===== config.mk =====
export PLATFORM = sky130hd
export DESIGN_NAME = imem_uart_loader
export DESIGN_NICKNAME = d
export VERILOG_FILES = /design/src/rtl/imem_uart_loader_pkg.sv /design/src/rtl/imem_uart_loader_uart_rx_byte.sv /design/src/rtl/imem_uart_loader.sv
export SDC_FILE = /design/constraint.sdc
export NUM_CORES = 1
export LEC_CHECK = 0
export ABC_AREA = 1
export CAP_MARGIN = 20
export CORE_MARGIN = 2
export CORE_UTILIZATION = 40
export DETAILED_ROUTE_END_ITERATION = 12
export PLACE_DENSITY_LB_ADDON = 0.12
export REMOVE_ABC_BUFFERS = 1
export SLEW_MARGIN = 20
export SYNTH_ARGS = -nofsm -noshare
export SYNTH_HDL_FRONTEND = slang
export SYNTH_SLANG_ARGS = --single-unit

===== constraint.sdc =====
create_clock -name clk -period 3.07 [get_ports clk]
set_input_delay 0.7675 -clock clk [delete_from_list [all_inputs] [get_ports clk]]
set_output_delay 0.7675 -clock clk [all_outputs]
set_load 0.005 [all_outputs]

===== src/rtl/imem_uart_loader_pkg.sv =====
// imem_uart_loader_pkg: shared types and constants for the UART program loader.
// Optional feature macro: LOADER_CHECKSUM_EN (adds the CHK state).
package imem_uart_loader_pkg;
  typedef enum logic [2:0] {
    S_IDLE, S_SYNC, S_LEN_LO, S_LEN_HI, S_DATA,
`ifdef LOADER_CHECKSUM_EN
    S_CHK,
`endif
    S_DONE, S_ERROR
  } state_t;
  typedef enum logic [1:0] {R_IDLE, R_START, R_DATA, R_STOP} rx_state_t;
  localparam logic [1:0] ST_IDLE    = 2'b00;
  localparam logic [1:0] ST_LOADING = 2'b01;
  localparam logic [1:0] ST_DONE    = 2'b10;
  localparam logic [1:0] ST_ERROR   = 2'b11;
  localparam logic [7:0] SYNC_BYTE  = 8'hA5;
  function automatic logic [1:0] status_of(state_t s);
    return s == S_IDLE ? ST_IDLE : s == S_DONE ? ST_DONE : s == S_ERROR ? ST_ERROR : ST_LOADING;
  endfunction
endpackage


===== src/rtl/imem_uart_loader_uart_rx_byte.sv =====
// uart_rx_byte: 8N1 receiver with 2-FF synchronizer and glitch-rejecting start detect.
// Ports: clk, rst_n (async active-low), rx (serial in), rx_data (received byte),
// rx_valid (one-cycle pulse after stop-bit sample), rx_frame_err (stop bit was low, qualifies rx_valid).
module uart_rx_byte
  import imem_uart_loader_pkg::*;
#(
  parameter int CLKS_PER_BIT = 434
) (
  input  logic       clk,
  input  logic       rst_n,
  input  logic       rx,
  output logic [7:0] rx_data,
  output logic       rx_valid,
  output logic       rx_frame_err
);
  localparam int CW = $clog2(CLKS_PER_BIT + 1);
  localparam logic [CW-1:0] HALF_M1 = CW'(CLKS_PER_BIT / 2 - 1);
  localparam logic [CW-1:0] FULL_M1 = CW'(CLKS_PER_BIT - 1);
  rx_state_t rs_q, rs_d;
  logic [2:0] sync_q;
  logic [CW-1:0] cnt_q, cnt_d;
  logic [2:0] bit_q, bit_d;
  logic [7:0] sh_q, sh_d;
  logic valid_q, valid_d, err_q, err_d;
  // sync_q[1] is the synchronized line, sync_q[2] its previous value for edge detection
  logic rx_s, fall;
  assign rx_s = sync_q[1];
  assign fall = sync_q[2] & ~rx_s;
  always_comb begin
    rs_d = rs_q;
    cnt_d = cnt_q;
    bit_d = bit_q;
    sh_d = sh_q;
    valid_d = 1'b0;
    err_d = err_q;
    case (rs_q)
      R_IDLE: if (fall) begin
        rs_d = R_START;
        cnt_d = '0;
      end
      R_START: if (cnt_q == HALF_M1) begin
        rs_d = rx_s ? R_IDLE : R_DATA;
        cnt_d = '0;
        bit_d = '0;
      end else cnt_d = cnt_q + 1'b1;
      R_DATA: if (cnt_q == FULL_M1) begin
        sh_d = {rx_s, sh_q[7:1]};
        cnt_d = '0;
        bit_d = bit_q + 1'b1;
        rs_d = bit_q == 3'd7 ? R_STOP : R_DATA;
      end else cnt_d = cnt_q + 1'b1;
      default: if (cnt_q == FULL_M1) begin
        rs_d = R_IDLE;
        valid_d = 1'b1;
        err_d = ~rx_s;
      end else cnt_d = cnt_q + 1'b1;
    endcase
  end
  always_ff @(posedge clk or negedge rst_n) begin
    if (!rst_n) begin
      rs_q <= R_IDLE;
      sync_q <= 3'b111;
      cnt_q <= '0;
      bit_q <= '0;
      sh_q <= '0;
      valid_q <= 1'b0;
      err_q <= 1'b0;
    end else begin
      rs_q <= rs_d;
      sync_q <= {sync_q[1:0], rx};
      cnt_q <= cnt_d;
      bit_q <= bit_d;
      sh_q <= sh_d;
      valid_q <= valid_d;
      err_q <= err_d;
    end
  end
  assign rx_data = sh_q;
  assign rx_valid = valid_q;
  assign rx_frame_err = err_q;
endmodule


===== src/rtl/imem_uart_loader.sv =====
// imem_uart_loader: loads a framed program over UART into instruction memory, holding the CPU in reset.
// Ports: clk, rst_n (async active-low), uart_rx, load_en (session level), imem_we/imem_waddr/imem_wdata
// (memory write port), cpu_rst_n (CPU hold), status (00 idle/01 loading/10 done/11 error), word_count.
// Optional feature macro: LOADER_CHECKSUM_EN (trailing XOR checksum byte).
module imem_uart_loader
  import imem_uart_loader_pkg::*;
#(
  parameter int CLKS_PER_BIT = 434,
  parameter int ADDR_W = 8
) (
  input  logic              clk,
  input  logic              rst_n,
  input  logic              uart_rx,
  input  logic              load_en,
  output logic              imem_we,
  output logic [ADDR_W-1:0] imem_waddr,
  output logic [31:0]       imem_wdata,
  output logic              cpu_rst_n,
  output logic [1:0]        status,
  output logic [15:0]       word_count
);
  localparam logic [16:0] MAX_N = 17'd1 << ADDR_W;
`ifdef LOADER_CHECKSUM_EN
  localparam state_t S_FIN = S_CHK;
  logic [7:0] xor_q, xor_d;
`else
  localparam state_t S_FIN = S_DONE;
`endif
  logic [7:0] rx_data;
  logic rx_valid, rx_frame_err;
  uart_rx_byte #(.CLKS_PER_BIT(CLKS_PER_BIT)) u_rx (
    .clk(clk), .rst_n(rst_n), .rx(uart_rx),
    .rx_data(rx_data), .rx_valid(rx_valid), .rx_frame_err(rx_frame_err)
  );
  state_t state_q, state_d;
  logic [15:0] len_q, len_d, cnt_q, cnt_d, n_rx;
  logic [1:0] idx_q, idx_d, status_q, status_d;
  logic [31:0] wdata_q, wdata_d;
  logic [ADDR_W-1:0] waddr_q, waddr_d;
  logic we_q, we_d, cpu_q, cpu_d, byte_ok, bad;
  assign byte_ok = rx_valid & ~rx_frame_err;
  assign bad = rx_valid & rx_frame_err;
  assign n_rx = {rx_data, len_q[7:0]};
  always_comb begin
    state_d = state_q;
    len_d = len_q;
    idx_d = idx_q;
    wdata_d = wdata_q;
    we_d = 1'b0;
    // address and count advance on the edge that ends the strobe
    waddr_d = we_q ? waddr_q + 1'b1 : waddr_q;
    cnt_d = we_q ? cnt_q + 16'd1 : cnt_q;
`ifdef LOADER_CHECKSUM_EN
    xor_d = xor_q;
`endif
    case (state_q)
      S_IDLE: begin
        waddr_d = '0;
        cnt_d = '0;
        idx_d = '0;
        state_d = load_en ? S_SYNC : S_IDLE;
      end
      S_SYNC: begin
`ifdef LOADER_CHECKSUM_EN
        xor_d = '0;
`endif
        if (byte_ok && rx_data == SYNC_BYTE) state_d = S_LEN_LO;
      end
      S_LEN_LO: if (bad) state_d = S_ERROR;
      else if (byte_ok) begin
        len_d[7:0] = rx_data;
        state_d = S_LEN_HI;
      end
      S_LEN_HI: if (bad) state_d = S_ERROR;
      else if (byte_ok) begin
        len_d[15:8] = rx_data;
        state_d = {1'b0, n_rx} > MAX_N ? S_ERROR : n_rx == 16'd0 ? S_FIN : S_DATA;
      end
      S_DATA: begin
        if (bad) state_d = S_ERROR;
        else if (byte_ok) begin
          wdata_d[8*idx_q +: 8] = rx_data;
          idx_d = idx_q + 1'b1;
          we_d = idx_q == 2'd3;
`ifdef LOADER_CHECKSUM_EN
          xor_d = xor_q ^ rx_data;
`endif
        end
        if (we_q && cnt_q + 16'd1 == len_q) state_d = S_FIN;
      end
`ifdef LOADER_CHECKSUM_EN
      S_CHK: if (rx_valid) state_d = byte_ok && rx_data == xor_q ? S_DONE : S_ERROR;
`endif
      default: state_d = state_q;
    endcase
    // dropping load_en wins over everything, including a byte arriving this cycle
    if (!load_en) begin
      state_d = S_IDLE;
      we_d = 1'b0;
    end
    status_d = status_of(state_d);
    cpu_d = state_d == S_IDLE || state_d == S_DONE;
  end
  always_ff @(posedge clk or negedge rst_n) begin
    if (!rst_n) begin
      state_q <= S_IDLE;
      len_q <= '0;
      cnt_q <= '0;
      idx_q <= '0;
      wdata_q <= '0;
      waddr_q <= '0;
      we_q <= 1'b0;
      cpu_q <= 1'b0;
      status_q <= ST_IDLE;
`ifdef LOADER_CHECKSUM_EN
      xor_q <= '0;
`endif
    end else begin
      state_q <= state_d;
      len_q <= len_d;
      cnt_q <= cnt_d;
      idx_q <= idx_d;
      wdata_q <= wdata_d;
      waddr_q <= waddr_d;
      we_q <= we_d;
      cpu_q <= cpu_d;
      status_q <= status_d;
`ifdef LOADER_CHECKSUM_EN
      xor_q <= xor_d;
`endif
    end
  end
  assign imem_we = we_q;
  assign imem_waddr = waddr_q;
  assign imem_wdata = wdata_q;
  assign cpu_rst_n = cpu_q;
  assign status = status_q;
  assign word_count = cnt_q;
endmodule

==> run summary <==
Dpl hpwl: 9630 um
CP required: 3.36 ns
Detailed-route via count: 4865
Fin nets: 809
Commonest non-fill, non-tap cell in the layout: nand2_1
Mapped cell area: 5580 um^2
CTS tree: built
RSZ-0062 raised after global routing: no
CTS clk-pin slew, worst paths: 0.07 ns
Tmin final: 2.26 ns
IO Port Bufs: 63
Psw: 0.000823 W
# DRC: 0
Synthesized area per cell: 7.76 um^2
CTS hold repair buffers: 0
Max IR drop VDD: 0.220 mV
I/O pin total: 64
Die area: 14900 um^2
Int Power: 0.00224 W
Max-cap violations: 0
Min-Delay Path Class: input pin to asynchronous set/reset pin
Flop pwr share: 0.492
Final worst slack: 0.813 ns
Drt pass-1 iters: 5
Final setup viols: 0
Synth warn: 0
Die span in y: 122 um
Vias in the first global route: 4663
First-pass GRT wire length: 22400 um
Placed insts: 956
CTS resizes: 0
Post-CTS setup buffers: 0
Maximum clock insertion buffer count: 2
Root Driver: clkbuf_16
Most frequent cells in the layout: nand2_1, dfrtp_1, inv_1
Sequential cell area fraction in the yosys report: 0.485
Cell Area, Placed: 6430 um^2
Global placement routability congestion: 0.834
Post-Syn Instances: 719
Status: complete, no violations
Overall Global Routing Usage: 0.190
Largest net degree at the start of global routing: 72
Starting Density: 0.405
Ant diodes: 0
Setup crit start kind: flip-flop
DR WL/cell: 13.7 um
Final instance area: 6740 um^2
Share of layout cells above drive strength 1: 0.0505
Total gr overflow: 0
Yosys reg bits: 108
Vias per cell: 5.01
Crit end category: flip-flop
Setup TNS: 0 ns
Clk_skew: 0.00752 ns
Fmax: 443 MHz
Clock Power Share: 0.388
Core area: 13800 um^2
Post-Route WL: 13300 um
H-tree depth: 3
Slew Limit Fails: 0
P&R area growth vs syn: 20.8%
Die W: 122 um
Fin util: 0.489
Logic gate share of total power: 0.119
Crit path max fanout: 7
Switching share of power: 0.269
Initial antenna violation count: 0
PD cells: 455 nW/um^2
Non-filler instance count after layout: 972
Pre-CTS setup slack: 0.820 ns
Crit Path Category: flip-flop to flip-flop
Leakage: 3.23 nW
Worst slew margin: 0.442
CTS buffer count: 9
Later-pin clock latency in the skew report: 0.35 ns
Fin. Hold Viols: 0
Worst-margin pin slew: 0.831 ns
Rows: 43
Synth cell types: 29
CP Data Arrival Time: 2.55 ns
Ratio of final minimum period to clock period: 0.735
First DRT Iteration DRCs: 308
DRT antenna net count: 0
Clock Sinks: 108
==> worst max-delay path, cell delays in order, from the launching register on <==
cell,delay [ns]
dfrtp_1,0.46
ha_1,0.23
nand2_1,0.12
nor2_4,0.19
nand3_1,0.12
nand3_1,0.11
nand2_1,0.06
nor2_1,0.08
nand3_1,0.07
nor2_1,0.11
nand3_1,0.14
nand2_1,0.09
nand2_1,0.06
nand2_2,0.09
nand2_2,0.06
nand2_1,0.07
nand2_1,0.06
nor2_2,0.07
==> cell type report <==
type / count / area, um^2
Timing Repair Buffer: 67 / 671
Inverter: 104 / 390
Fill cell: 1366 / 7030
Clock buffer: 11 / 243
Sequential cell: 108 / 2710
Clock inverter: 5 / 61.3
Multi-Input combinational cell: 497 / 2440
Tap cell: 180 / 225
==> stage by stage <==
stage	power, W	hold slack [ns]
finish	0.00306	0.349
global placement	0.00189	0.349
global route	0.00323	0.360
detailed placement	0.00190	0.349
floorplan	0.00178	0.345
CTS	0.00310	0.359
==> flip-flops by register name (all words and copies together), names as in the netlist <==
signal,count
imem_waddr,8
u_rx.bit_q,3
imem_we,1
u_rx.rx_frame_err,1
idx_q,2
word_count,16
state_q,3
u_rx.rx_valid,1
u_rx.sync_q,3
u_rx.rs_q,2
u_rx.rx_data,8
status,2
len_q,16
imem_wdata,32
u_rx.cnt_q,9
cpu_rst_n,1
==> cells in the mapped netlist <==
cell / number / share of area
nand2_4: 1 / 0.0020
inv_1: 99 / 0.067
ha_1: 18 / 0.040
nand3b_1: 3 / 0.0040
nand3_1: 74 / 0.066
a311oi_1: 1 / 0.0016
dfrtp_1: 105 / 0.47
clkinv_1: 1 / 0.00067
nor4_1: 3 / 0.0034
a221oi_1: 2 / 0.0031
clkbuf_1: 10 / 0.0067
nand2_2: 3 / 0.0034
nor3_1: 18 / 0.016
inv_2: 4 / 0.0027
nor3b_1: 1 / 0.0013
nor2_1: 46 / 0.031
o21ai_1: 1 / 0.00090
xnor3_1: 1 / 0.0040
or2_2: 2 / 0.0022
nor2_4: 3 / 0.0061
o22ai_1: 8 / 0.0090
o311ai_0: 1 / 0.0016
a21oi_1: 14 / 0.013
nor2_2: 4 / 0.0045
nand2_1: 195 / 0.13
o21ai_0: 83 / 0.074
nand4_1: 11 / 0.012
dfstp_2: 3 / 0.014
xor2_1: 4 / 0.0063
==> final timing paths <==
path | slack (ns) | endpoint | from | cells past startpoint
worst max register to register | 0.81 | cpu_rst_n | word_count[0] | 17
min in group clk | 0.36 | u_rx.sync_q[1] | u_rx.sync_q[0] | 0
worst max-delay path | 0.81 | cpu_rst_n | word_count[0] | 17
worst min register to register | 0.36 | u_rx.sync_q[1] | u_rx.sync_q[0] | 0
worst min-delay path | 0.35 | word_count[13] | rst_n | 1
max in group asynchronous | 1.97 | u_rx.sync_q[0] | rst_n | 2
==> cell families (layout without fill, tap and decap cells) <==
group / Yosys count / in the layout / share of synthesized area
buffers and inverters: 114 / 187 / 0.0767
AOI/OAI and AO/OA: 110 / 110 / 0.103
adders and majority gates: 18 / 18 / 0.0404
DFF: 108 / 108 / 0.485
xor gates and xnor gates: 5 / 5 / 0.0103
and+or+nand+nor: 364 / 364 / 0.284
==> power by group through the flow <==
stage	logic [W]	registers, W	clock network [W]
after floorplan	0.000255	0.00153	0
after global placement	0.000357	0.00153	0
after detailed placement	0.000366	0.00154	0
after CTS	0.000368	0.00151	0.00123
after global routing	0.000429	0.00152	0.00128
final	0.000366	0.00151	0.00119
==> routing by layer <==
layer  part of all wire  vias up  GRT usage  wire length [um]
met4              0.013        0     0.0661               175
met5                  0        -          0                 0
met3              0.037       13     0.0300               490
met1               0.48     2291      0.257              6330
li1                   -     2466          -                 -
met2               0.47       95      0.311              6290
(Power assumes the default switching activity.)
